### src/rtl/hdmi_period_sched_if.sv
// hdmi_period_sched_if: packet handshake and per-pixel period/timing bundle of the HDMI scheduler
// master: scheduler side (takes en/pkt_req, drives everything else)
// slave : packet source and TMDS encoder side
interface hdmi_period_sched_if;
    logic       en;
    logic       pkt_req;
    logic       pkt_ack;
    logic       pkt_rd;
    logic [4:0] pkt_idx;
    logic [9:0] hcount;
    logic [9:0] vcount;
    logic       hsync;
    logic       vsync;
    logic       vde;
    logic [2:0] mode;
    logic [3:0] ctl;
    logic       frame_start;
    modport master (
        input  en, pkt_req,
        output pkt_ack, pkt_rd, pkt_idx, hcount, vcount, hsync, vsync, vde, mode, ctl, frame_start
    );
    modport slave (
        output en, pkt_req,
        input  pkt_ack, pkt_rd, pkt_idx, hcount, vcount, hsync, vsync, vde, mode, ctl, frame_start
    );
endinterface

### src/rtl/hdmi_period_sched.sv
// hdmi_period_sched: raster timing and per-pixel HDMI period sequencing with one data island per line
// pixclk/rst : pixel clock, synchronous active-high reset
// bus        : en, pkt_req in; pkt_ack, pkt_rd, pkt_idx, hcount, vcount, hsync, vsync, vde, mode, ctl, frame_start out
module hdmi_period_sched #(
    parameter int   H_ACTIVE     = 640,
    parameter int   H_FP         = 16,
    parameter int   H_SYNC       = 96,
    parameter int   H_BP         = 48,
    parameter int   V_ACTIVE     = 480,
    parameter int   V_FP         = 10,
    parameter int   V_SYNC       = 2,
    parameter int   V_BP         = 33,
    parameter logic SYNC_POL     = 1'b1,
    parameter int   ISLAND_START = 660
) (
    input logic pixclk,
    input logic rst,
    hdmi_period_sched_if.master bus
);
    typedef enum logic [2:0] {
        CTRL, VID_PRE, VID_GB, VID_DATA, DI_PRE, DI_LGB, DI_DATA, DI_TGB
    } mode_e;
    localparam logic [9:0] HA      = 10'(H_ACTIVE);
    localparam logic [9:0] VA      = 10'(V_ACTIVE);
    localparam logic [9:0] H_LAST  = 10'(H_ACTIVE + H_FP + H_SYNC + H_BP - 1);
    localparam logic [9:0] V_LAST  = 10'(V_ACTIVE + V_FP + V_SYNC + V_BP - 1);
    localparam logic [9:0] HS_BEG  = 10'(H_ACTIVE + H_FP);
    localparam logic [9:0] HS_END  = 10'(H_ACTIVE + H_FP + H_SYNC);
    localparam logic [9:0] VS_BEG  = 10'(V_ACTIVE + V_FP);
    localparam logic [9:0] VS_END  = 10'(V_ACTIVE + V_FP + V_SYNC);
    localparam logic [9:0] PRE_BEG = 10'(H_ACTIVE + H_FP + H_SYNC + H_BP - 10);
    localparam logic [9:0] GB_BEG  = 10'(H_ACTIVE + H_FP + H_SYNC + H_BP - 2);
    localparam logic [9:0] IS      = 10'(ISLAND_START);
    localparam logic [9:0] IS_END  = 10'(ISLAND_START + 44);
    logic       isl;
    logic       isl_n;
    logic [9:0] nh;
    logic [9:0] nv;
    logic [9:0] nl;
    logic [9:0] d;
    mode_e      mode_n;
    // Everything is computed for the pixel about to be registered, so all outputs stay aligned with hcount/vcount.
    always_comb begin
        nh = (bus.hcount == H_LAST) ? 10'd0 : bus.hcount + 10'd1;
        nv = (bus.hcount != H_LAST) ? bus.vcount : (bus.vcount == V_LAST) ? 10'd0 : bus.vcount + 10'd1;
        nl = (nv == V_LAST) ? 10'd0 : nv + 10'd1;
        d = nh - IS;
        // The island commits only on the edge entering ISLAND_START and then runs to completion unless reset.
        isl_n = (nh == IS) ? bus.pkt_req : isl && nh > IS && nh < IS_END;
        mode_n = (nh < HA && nv < VA) ? VID_DATA :
                 isl_n ? (d < 10'd8 ? DI_PRE : d < 10'd10 ? DI_LGB : d < 10'd42 ? DI_DATA : DI_TGB) :
                 (nl < VA && nh >= PRE_BEG) ? (nh < GB_BEG ? VID_PRE : VID_GB) : CTRL;
    end
    always_ff @(posedge pixclk) begin
        if (rst || !bus.en) begin
            isl             <= 1'b0;
            bus.hcount      <= HA;
            bus.vcount      <= V_LAST;
            bus.mode        <= CTRL;
            bus.ctl         <= 4'd0;
            bus.vde         <= 1'b0;
            bus.pkt_ack     <= 1'b0;
            bus.pkt_rd      <= 1'b0;
            bus.pkt_idx     <= 5'd0;
            bus.frame_start <= 1'b0;
            bus.hsync       <= ~SYNC_POL;
            bus.vsync       <= ~SYNC_POL;
        end else begin
            isl             <= isl_n;
            bus.hcount      <= nh;
            bus.vcount      <= nv;
            bus.mode        <= mode_n;
            bus.ctl         <= mode_n == VID_PRE ? 4'b0001 : mode_n == DI_PRE ? 4'b0101 : 4'b0000;
            bus.vde         <= mode_n == VID_DATA;
            bus.pkt_ack     <= nh == IS && bus.pkt_req;
            bus.pkt_rd      <= mode_n == DI_DATA;
            bus.pkt_idx     <= mode_n == DI_DATA ? 5'(d - 10'd10) : 5'd0;
            bus.frame_start <= nh == 10'd0 && nv == 10'd0;
            bus.hsync       <= (nh >= HS_BEG && nh < HS_END) ? SYNC_POL : ~SYNC_POL;
            bus.vsync       <= (nv >= VS_BEG && nv < VS_END) ? SYNC_POL : ~SYNC_POL;
        end
    end
endmodule

### src/flat_wrapper.sv
// flat-port wrapper written by rule: the top's interface ports become plain ports
module hdmi_period_sched_flat 
#(
    parameter int   H_ACTIVE     = 640,
    parameter int   H_FP         = 16,
    parameter int   H_SYNC       = 96,
    parameter int   H_BP         = 48,
    parameter int   V_ACTIVE     = 480,
    parameter int   V_FP         = 10,
    parameter int   V_SYNC       = 2,
    parameter int   V_BP         = 33,
    parameter logic SYNC_POL     = 1'b1,
    parameter int   ISLAND_START = 660
)
  (pixclk, rst, bus_en, bus_pkt_req, bus_pkt_ack, bus_pkt_rd, bus_pkt_idx, bus_hcount, bus_vcount, bus_hsync, bus_vsync, bus_vde, bus_mode, bus_ctl, bus_frame_start);
  hdmi_period_sched_if bus_i ();
  input logic pixclk;
  input logic rst;
  input wire logic [$bits(bus_i.en)-1:0] bus_en;
  input wire logic [$bits(bus_i.pkt_req)-1:0] bus_pkt_req;
  output wire logic [$bits(bus_i.pkt_ack)-1:0] bus_pkt_ack;
  output wire logic [$bits(bus_i.pkt_rd)-1:0] bus_pkt_rd;
  output wire logic [$bits(bus_i.pkt_idx)-1:0] bus_pkt_idx;
  output wire logic [$bits(bus_i.hcount)-1:0] bus_hcount;
  output wire logic [$bits(bus_i.vcount)-1:0] bus_vcount;
  output wire logic [$bits(bus_i.hsync)-1:0] bus_hsync;
  output wire logic [$bits(bus_i.vsync)-1:0] bus_vsync;
  output wire logic [$bits(bus_i.vde)-1:0] bus_vde;
  output wire logic [$bits(bus_i.mode)-1:0] bus_mode;
  output wire logic [$bits(bus_i.ctl)-1:0] bus_ctl;
  output wire logic [$bits(bus_i.frame_start)-1:0] bus_frame_start;
  assign bus_i.en = bus_en;
  assign bus_i.pkt_req = bus_pkt_req;
  assign bus_pkt_ack = bus_i.pkt_ack;
  assign bus_pkt_rd = bus_i.pkt_rd;
  assign bus_pkt_idx = bus_i.pkt_idx;
  assign bus_hcount = bus_i.hcount;
  assign bus_vcount = bus_i.vcount;
  assign bus_hsync = bus_i.hsync;
  assign bus_vsync = bus_i.vsync;
  assign bus_vde = bus_i.vde;
  assign bus_mode = bus_i.mode;
  assign bus_ctl = bus_i.ctl;
  assign bus_frame_start = bus_i.frame_start;
  hdmi_period_sched #(.H_ACTIVE(H_ACTIVE), .H_FP(H_FP), .H_SYNC(H_SYNC), .H_BP(H_BP), .V_ACTIVE(V_ACTIVE), .V_FP(V_FP), .V_SYNC(V_SYNC), .V_BP(V_BP), .SYNC_POL(SYNC_POL), .ISLAND_START(ISLAND_START)) u_core (.pixclk(pixclk), .rst(rst), .bus(bus_i));
endmodule
### config.mk
export PLATFORM = sky130hd
export DESIGN_NAME = hdmi_period_sched_flat
export DESIGN_NICKNAME = d
export VERILOG_FILES = /design/src/rtl/hdmi_period_sched_if.sv /design/src/rtl/hdmi_period_sched.sv /design/src/flat_wrapper.sv
export SDC_FILE = /design/constraint.sdc
export NUM_CORES = 1
export LEC_CHECK = 0
export ABC_AREA = 0
export BUFFER_PORTS_ARGS = -buffer_cell sky130_fd_sc_hd__clkbuf_2
export CAP_MARGIN = 20
export CORE_ASPECT_RATIO = 0.8
export CORE_MARGIN = 10
export CORE_UTILIZATION = 45
export CTS_BUF_LIST = sky130_fd_sc_hd__clkbuf_16
export DETAILED_ROUTE_END_ITERATION = 10
export GPL_TIMING_DRIVEN = 0
export PLACE_DENSITY = 0.66
export SYNTH_ARGS = -nofsm -noshare
export SYNTH_HDL_FRONTEND = slang
export SYNTH_SLANG_ARGS = --single-unit
### constraint.sdc
create_clock -name pixclk -period 4.06 [get_ports pixclk]
set_input_delay 0.609 -clock pixclk [delete_from_list [all_inputs] [get_ports pixclk]]
set_output_delay 0.609 -clock pixclk [all_outputs]
set_load 0.005 [all_outputs]
==> impl_metrics.toml, run 1 <==
[status]
status = "complete, no violations"

[die]
core_um2 = 5405
io_pins = 42
start_util_pct = 45.88
die_width_um = 103.0
die-area_um2 = 8899
die_y_um = 86.40
core.rowCount = 24

[power]
fin_total_pwr_w = 0.0009081
max-vdd-ir-drop_uv = 150.2
p_per_area_nw_per_um2 = 302.5
power.static_leakage_nw = 1.200

[timing]
clock_skew_ns = 0.009551
max_slew.worst_pin.slew_ns = 0.8283
clock.fmax_mhz = 261.1
final_hold_viol_count = 0
whs_ns = 0.5390
setup-violations-final = 0
period_needed_ns = 3.829
rsz0062_at_grt = "no"
finalCritPeriodShare_pct = 94.32
slew_violations = 0
relSlewSlack_pct = 44.40

[critical_path]
rr_worst_depth = 18
cp_max_fo = 11
endpoint_kind = "register"
critical_path_arrival_ns = 4.03
critPathRequiredTime_ns = 4.26
startpoint_type = "register"
critPathKind = "reg -> reg"

[clock_network]
cts_buffers = 5
cts_tree = "built"
cts_buffer_depth = 2
cts-root-buf = "clkbuf_16"
h-tree-depth = 2
cts_hold_buf = 0
clk_latency_ns = 0.29
path_clk_slew_ns = 0.06
cts_sinks = 37

[logic_synthesis]
yosysMostFrequentCell = "dfxtp_1"
synth.distinct_cells = 62
synth_area_per_cell_um2 = 7.898
synthFlopType = "dfxtp_1"
yosys-top-cells-area = "dfxtp_1, nor2_1, ha_1"
netlist_instances = 314
synth_edf_count = 0
ys_warn_count = 0
yosysSeqAreaShare_pct = 29.87
syn_area_um2 = 2480
yosys-top-cells-count = "dfxtp_1, nor2_1, nand2_1, nor3_1"
synth_top_area_share_pct = 29.87
async_flop_share_pct = 0
ys_ff_latch = 37
synth_top_area_cell = "dfxtp_1"

[placed_design]
port_buffers = 39
dp_hpwl_mm = 5.374
gp_congestion = 0.9203

[worst_hold_path]
hold_path.class = "reg -> reg"
hold_path_depth = 1

[layout]
antenna_cells = 0
multi_input_area_um2 = 1629
ff_latch_area_um2 = 745.7
fillers = 514
nNetsFinal = 374
drive_gt1_share_pct = 20.99
area_growth_pct = 21.04

[route]
via_per_inst = 5.806
via_count = 2479
drt_pass1_iterations = 5
wl_mm = 7.121
drc = 0
drtIter0Drc = 236
wl_per_cell_um = 16.68
antenna_left = 0

[global_routing]
gr-usage-all-layers_pct = 16.18
grt_pass1_wl_mm = 11.68
antenna_found_initial = 0
overflow = 0
first_global_vias = 2301
grt_start_max_net_pins = 14

[run]
cap_violations = 0
-- layout make-up --
class | instances | share of cell area (%)
tap | 65 | 2.709
buffer | 22 | 3.710
clock inverter | 3 | 2.293
clock buffer | 5 | 4.168
sequential | 37 | 24.84
inverter | 10 | 1.251
multi-input combinational | 245 | 54.27
timing repair buffer | 40 | 6.753
-- metal layers --
metal	GRT usage [%]	routed length, µm	vias up
met1	23.73	3612	1138
met2	22.02	2788	95
met4	4.414	62	0
met5	0	0	-
met3	4.773	658	9
li1	-	-	1237
-- cells by family (layout without fill, tap and decap cells) --
logic type               count (synthesis)  in the layout  synth area share (%)
other                                    1              2                0.1512
AO/OA/AOI/OAI                           63             63                 19.53
multiplexers                             3              3                 1.211
flip-flops                              37             37                 29.87
XOR/XNOR                                17             17                 6.004
adder cells (fa/ha/maj)                  9              9                 4.541
AND/OR/NAND/NOR                        151            151                 32.85
buffers and inverters                   33             80                 5.852
-- flip-flops by register name, summed over array words and instances (netlist names), 2 cells and up --
register and cells:
u_core.bus.mode 3, u_core.bus.ctl 2, u_core.bus.pkt_idx 5, u_core.bus.vcount 10, u_core.bus.hcount 10
-- path summary, 6_finish.rpt --
check | startpoint | to | slack, ns
max | u_core.bus.hcount[0]$_SDFF_PP0_ | u_core.bus.pkt_idx[2]$_SDFF_PP0_ | 0.23
max reg2reg | u_core.bus.hcount[0]$_SDFF_PP0_ | u_core.bus.pkt_idx[2]$_SDFF_PP0_ | 0.23
min | u_core.bus.hcount[0]$_SDFF_PP0_ | u_core.bus.pkt_idx[0]$_SDFF_PP0_ | 0.54
min reg2reg | u_core.bus.hcount[0]$_SDFF_PP0_ | u_core.bus.pkt_idx[0]$_SDFF_PP0_ | 0.54
-- critical path: stages (launching register included) --
cell      delay [ns]
dfxtp_4         0.39
ha_1            0.20
buf_2           0.17
and4_1          0.20
buf_2           0.17
nand3_4         0.17
buf_6           0.17
nand2_1         0.10
inv_1           0.13
ha_1            0.20
and4b_1         0.20
a211o_1         0.32
a21oi_2         0.18
o22ai_2         0.12
a211o_1         0.32
o32ai_4         0.18
a211oi_4        0.11
buf_4           0.20
nor3_1          0.20
-- per-stage QoR --
step / setup TNS [ns] / area [µm²] / utilization [%] / setup WS (ns) / instances
floorplan: 0 / 2484 / - / 0.4700 / 315
detailed placement: -2.784 / 2760 / 51.06 / -0.4275 / 419
CTS: 0 / 2969 / 54.93 / 0.01991 / 427
finish: 0 / 3002 / 55.53 / 0.2307 / 427
global route: 0 / 3002 / 55.53 / 0.01060 / 427
global placement: -2.842 / 2760 / 51.06 / -0.4580 / 419
-- placed cells by master, fill, tap and decap left out, types with 5 or more instances in the layout --
master / count
a21oi_1: 9
buf_2: 5
clkbuf_1: 13
clkbuf_16: 5
clkbuf_2: 39
dfxtp_1: 35
ha_1: 8
inv_1: 10
nand2_1: 27
nand2b_1: 5
nand3_1: 14
nand3b_1: 7
nand4_1: 8
nor2_1: 31
nor3_1: 18
o21ai_0: 8
o31ai_1: 6
or3_1: 5
xnor2_1: 11
xor2_1: 6
-- report_power, final --
part           internal [W]   total, W  switching, W  leakage [nW]
logic            0.00000661  0.0000188     0.0000122         0.806
registers          0.000364   0.000367    0.00000313         0.299
clock network      0.000354   0.000522      0.000168        0.0944
total              0.000725   0.000908      0.000183          1.20
-- what timing repair did --
item | CTS | global route
buffers inserted | 0 | 1
pin swaps | 0 | 1
gates cloned | 0 | 0
resized for setup | 7 | 7
endpoints found under the setup margin | 10 | 9
Power figures use the tool's default switching activity.
==> run 2, diff against run 1 <==
- ABC_AREA: 0 -> 1
==> impl_metrics.toml, run 2 <==
[critical_path]
cp_max_fo = 10
r2r_end = "u_core.bus.pkt_idx[3]$_SDFF_PP0_"
rr_startpoint = "u_core.bus.hcount[0]$_SDFF_PP0_"
critPathRequiredTime_ns = 4.26
critPathKind = "reg -> reg"
critical_path_arrival_ns = 3.32
r2r_slack_ns = 0.95
endpoint_kind = "register"
startpoint_type = "register"
rr_worst_depth = 21

[clock_network]
cts_tree = "built"
h-tree-depth = 2
cts_hold_buf = 0
cts_buffers = 5
cts_sinks = 37
cts-root-buf = "clkbuf_16"
cts_buffer_depth = 2
path_clk_slew_ns = 0.06
post_cts_resized = 0
clk_latency_ns = 0.28
cts_setup_buffers = 0

[timing]
clock.fmax_mhz = 321.4
clock_skew_ns = 0.006139
relSlewSlack_pct = 47.93
max_slew.worst_pin.slew_ns = 0.7782
rsz0062_at_grt = "no"
fin_setup_tns_ns = 0
setup-violations-final = 0
final_hold_viol_count = 0
period_needed_ns = 3.111
finalCritPeriodShare_pct = 76.64
slew_violations = 0

[status]
status = "complete, no violations"

[route]
wl_per_cell_um = 12.98
via_per_inst = 4.969
via_count = 2405
drc = 0
antenna_left = 0
drtIter0Drc = 161
wl_mm = 6.284
drt_pass1_iterations = 4

[global_routing]
first_global_vias = 2188
grt_start_max_net_pins = 11
grt_pass1_wl_mm = 10.43
gr-usage-all-layers_pct = 14.62
overflow = 0
antenna_found_initial = 0

[layout]
mostFrequentLayoutCell = "nand2_1"
drive_gt1_share_pct = 20.62
stdcell_count = 484
nNetsFinal = 434
final_cell_mix = "nand2_1, inv_1, nor2_1"
antenna_cells = 0
area_growth_pct = 16.98
largestRegisters = "u_core.bus.hcount x10, u_core.bus.vcount x10, u_core.bus.pkt_idx x5"

[logic_synthesis]
synth_top_area_cell = "dfxtp_1"
yosys-top-cells-count = "nand2_1, inv_1, nor2_1, dfxtp_1, nand3_1"
ys_ff_latch = 37
syn_area_um2 = 2432
yosysSeqAreaShare_pct = 30.45
synth_edf_count = 0
synth.distinct_cells = 36
netlist_instances = 374
synth_area_per_cell_um2 = 6.504
synthFlopType = "dfxtp_1"
yosys-top-cells-area = "dfxtp_1, nand2_1, inv_1"
synth_top_area_share_pct = 30.45
yosysMostFrequentCell = "nand2_1"
async_flop_share_pct = 0
ys_warn_count = 0

[power]
power.switching_w = 0.0001532
p_per_area_nw_per_um2 = 261.6
intPower_w = 0.0005912
fin_total_pwr_w = 0.0007444
pwr-share-seq_pct = 49.2
max-vdd-ir-drop_uv = 233.6
p_clk_share_pct = 48.3
comb_power_share_pct = 2.5
swShare_pct = 20.58
power.static_leakage_nw = 1.516

[die]
start_util_pct = 47.48
die_width_um = 102.2
die_y_um = 85.76
core.rowCount = 23
die-area_um2 = 8764
io_pins = 42
core_um2 = 5122

[run]
cap_violations = 0

[worst_hold_path]
worstHoldStart = "u_core.bus.vcount[2]$_SDFF_PP1_"
whs_endpoint = "u_core.bus.vcount[2]$_SDFF_PP1_"
hold_path_depth = 2
hold_path.class = "reg -> reg"

[placed_design]
port_buffers = 39
gp_congestion = 0.9154
dp_hpwl_mm = 5.070
post-place-cells = 476
==> run 2: through the flow <==
| step | setup WS, ns | hold slack, ns | instance area [µm²] | util [%] |
|---|---|---|---|---|
| 2_1_floorplan | 1.428 | 0.5665 | 2436 | - |
| 3_3_place_gp | 1.042 | 0.6070 | 2709 | 52.88 |
| 3_5_place_dp | 0.9865 | 0.6148 | 2709 | 52.88 |
| 4_1_cts | 0.9631 | 0.6220 | 2845 | 55.54 |
| 5_1_grt | 0.6437 | 0.6595 | 2845 | 55.54 |
| 6_report | 0.9485 | 0.6274 | 2845 | 55.54 |
==> run 2: area by class of cell <==
type	instances	area [µm²]
Buffer	8	61.31
Timing Repair Buffer	39	195.2
Clock buffer	5	125.1
Sequential cell	37	740.7
Inverter	60	230.2
Multi-Input combinational cell	270	1404
Clock inverter	3	11.26
Tap cell	62	77.57
Fill cell	521	2277
==> run 2: worst max-delay path by stage <==
stage	start	endpoint	slack [ns]	depth (start not counted)
after floorplan	u_core.bus.hcount[0]$_SDFF_PP0_	u_core.bus.pkt_idx[0]$_SDFF_PP0_	1.43	21
after global placement	u_core.bus.hcount[0]$_SDFF_PP0_	u_core.bus.pkt_idx[4]$_SDFF_PP0_	1.04	21
after detailed placement	u_core.bus.hcount[0]$_SDFF_PP0_	u_core.bus.ctl[0]$_SDFF_PP0_	0.99	21
after CTS	u_core.bus.hcount[0]$_SDFF_PP0_	u_core.bus.pkt_idx[0]$_SDFF_PP0_	0.96	21
after global routing	u_core.bus.hcount[0]$_SDFF_PP0_	u_core.bus.pkt_idx[0]$_SDFF_PP0_	0.64	21
final	u_core.bus.hcount[0]$_SDFF_PP0_	u_core.bus.pkt_idx[3]$_SDFF_PP0_	0.95	21
==> run 2: layer usage <==
layer  global-route usage, %  vias to the layer above  wire length, µm
met4                   3.964                        0               58
li1                        -                     1266                -
met5                       0                        -                0
met2                   20.91                       62             2510
met1                   20.85                     1069             3131
met3                   3.849                        8              583
==> run 2: worst max-delay path, cell delays in order (launching register included) <==
cell and delay [ns]:
dfxtp_1 0.49, ha_1 0.25, nand2_2 0.10, nor2_4 0.19, nand2_4 0.09, clkinv_4 0.10
buf_6 0.14, nor2_1 0.06, inv_1 0.11, ha_1 0.20, inv_1 0.10, nand2_1 0.14
nand2_1 0.10, nand2_1 0.07, nand2_1 0.05, nor2_2 0.12, nand4_1 0.14, nand3_1 0.13
nand2_1 0.06, inv_2 0.08, nand3_4 0.13, nor3_2 0.17
==> run 2: cells by family after synthesis <==
| logic type | share of synthesized area, % |
|---|---|
| xor gates and xnor gates | 0.7203 |
| and+or+nand+nor | 46.55 |
| adders and majority gates | 4.630 |
| other | 0.1542 |
| buffers and inverters | 11.99 |
| DFF | 30.45 |
| AOI/OAI and AO/OA | 5.505 |
==> run 2: power groups by stage <==
stage | registers, W | clock network [W] | logic, W
after global placement | 0.000374 | 0 | 0.0000188
after floorplan | 0.000374 | 0 | 0.0000126
final | 0.000366 | 0.000359 | 0.0000189
after global routing | 0.000366 | 0.000382 | 0.0000214
after CTS | 0.000366 | 0.000368 | 0.0000190
after detailed placement | 0.000374 | 0 | 0.0000189
==> run 3, diff against run 2 <==
- ABC_AREA: 1 -> 0
- PLACE_DENSITY: 0.66 -> 0.69
- clock period: 4.06 -> 2.6 ns (I/O delays scaled with it)
==> impl_metrics.toml, run 3 (synthesis gave the netlist of run 1 again) <==
[status]
status = "finished, violations left"
violations = "negative setup slack"

[timing]
finalCritPeriodShare_pct = 111.8
slew_violations = 0
relSlewSlack_pct = 52.76
worst_slack_ns = -0.3074
clock_skew_ns = 0.005479
max_slew.worst_pin.slew_ns = 0.7072
final_hold_viol_count = 0
setup-violations-final = 10
rsz0062_at_grt = "yes"
fin_setup_tns_ns = -2.893
clock.fmax_mhz = 344.0
period_needed_ns = 2.907

[placed_design]
port_buffers = 39
gp_congestion = 0.9132
dp_hpwl_mm = 5.244

[critical_path]
cp_max_fo = 6
crit_chain = "ha_4, nand4_1, or4_4, or3_4, a22oi_2, buf_4, a211o_1, o32ai_4, a211oi_4, buf_6, nor2_1"
worstSetupEndpoint = "u_core.bus.pkt_rd$_SDFF_PP0_"
crit_start = "u_core.bus.hcount[0]$_SDFF_PP0_"
critPathKind = "reg -> reg"
rr_startpoint = "u_core.bus.hcount[0]$_SDFF_PP0_"
critical_path_arrival_ns = 3.08
critPathSlowestCell = "or4_4"
r2r_end = "u_core.bus.pkt_rd$_SDFF_PP0_"
rr_worst_depth = 11
crit_path_max_incr_delay_ns = 0.57
startpoint_type = "register"
r2r_slack_ns = -0.31
critPathRequiredTime_ns = 2.78
endpoint_kind = "register"

[die]
io_pins = 42
core_um2 = 5405
start_util_pct = 45.88
die-area_um2 = 8899
die_y_um = 86.40
core.rowCount = 24
die_width_um = 103.0

[global_routing]
overflow = 0
grt_pass1_wl_mm = 12.79
gr-usage-all-layers_pct = 17.75
antenna_found_initial = 0
grt_start_max_net_pins = 13
first_global_vias = 2493

[layout]
fillers = 421
largestRegisters = "u_core.bus.hcount x10, u_core.bus.vcount x10, u_core.bus.pkt_idx x5"
nNetsFinal = 405
antenna_cells = 0
drive_gt1_share_pct = 42.24
area_growth_pct = 47.43
finish.utilization_pct = 67.64
final_cell_mix = "buf_4, clkbuf_2, nor2_1"
mostFrequentLayoutCell = "buf_4"

[route]
drt_pass1_iterations = 5
via_per_inst = 6.041
drtIter0Drc = 357
antenna_left = 0
via_count = 2767
drc = 0
wl_per_cell_um = 18.47
wl_mm = 8.461

[power]
power.static_leakage_nw = 1.506
p_per_area_nw_per_um2 = 360.4
max-vdd-ir-drop_uv = 338.7

[clock_network]
cts_buffer_depth = 2
clk_latency_ns = 0.28
cts-root-buf = "clkbuf_16"
cts_tree = "built"
h-tree-depth = 2
cts_hold_buf = 0
cts_sinks = 37
cts_buffers = 5
path_clk_slew_ns = 0.06

[run]
cap_violations = 0

[worst_hold_path]
hold_path.class = "in -> reg"
run 3: through the flow:
step                worst slack [ns]  instance area, µm²   power, W  hold WS [ns]  cells
finish                       -0.3074                3656   0.001318        0.3983    458
detailed placement           -0.8470                2851  0.0006174        0.5417    419
CTS                          -0.4216                3324   0.001318        0.3941    442
floorplan                    -0.4043                2575  0.0006051        0.4958    315
global placement             -0.9719                2851  0.0006174        0.5406    419
global route                 -0.4132                3656   0.001347        0.4283    458
run 3: layer usage:
layer	vias to the layer above	global-route usage, %	wire, µm
met5	-	0	0
met4	0	4.540	180
met3	23	4.694	951
met2	166	26.28	3776
met1	1278	24.76	3553
li1	1300	-	-
run 3: worst min-delay path by stage:
stage | slack [ns] | end | depth (start not counted) | from
after floorplan | 0.50 | u_core.bus.hcount[0]$_SDFF_PP0_ | 1 | u_core.bus.hcount[0]$_SDFF_PP0_
after global placement | 0.54 | u_core.bus.pkt_idx[0]$_SDFF_PP0_ | 1 | u_core.bus.hcount[0]$_SDFF_PP0_
after detailed placement | 0.54 | u_core.bus.pkt_idx[0]$_SDFF_PP0_ | 1 | u_core.bus.hcount[0]$_SDFF_PP0_
after CTS | 0.39 | u_core.bus.pkt_ack$_SDFF_PP0_ | 3 | bus_pkt_req
after global routing | 0.43 | u_core.bus.pkt_ack$_SDFF_PP0_ | 3 | bus_pkt_req
final | 0.40 | u_core.bus.hcount[4]$_SDFF_PP0_ | 3 | bus_en
run 3: worst max-delay path: cells and delay by family, from the launching register on:
kind                     cells  cell delay, ns
AO/OA/AOI/OAI                4            0.74
buffers and inverters        2            0.35
flip-flops                   1            0.38
AND/OR/NAND/NOR              4            1.18
adder cells (fa/ha/maj)      1            0.14
run 3: final cells by class:
class / instances / area [µm²] / area share, %
tap: 65 / 81.33 / 2.225
multi-input combinational: 245 / 1973 / 53.97
clock buffer: 5 / 125.1 / 3.422
buffer: 12 / 91.34 / 2.498
sequential: 37 / 765.7 / 20.94
timing repair buffer: 81 / 534.3 / 14.61
inverter: 10 / 42.54 / 1.164
clock inverter: 3 / 42.54 / 1.164
run 3: power breakdown:
group          leakage (nW)  switching (W)  internal, W  total (W)
clock network        0.0852       0.000248     0.000451   0.000699
registers             0.302     0.00000233     0.000564   0.000566
logic                  1.12      0.0000308    0.0000216  0.0000524
run 3: repair_timing:
item,CTS,global route
setup buffers,20,22
gates resized for setup,39,53
setup endpoints to repair,13,13
pin swaps,17,19
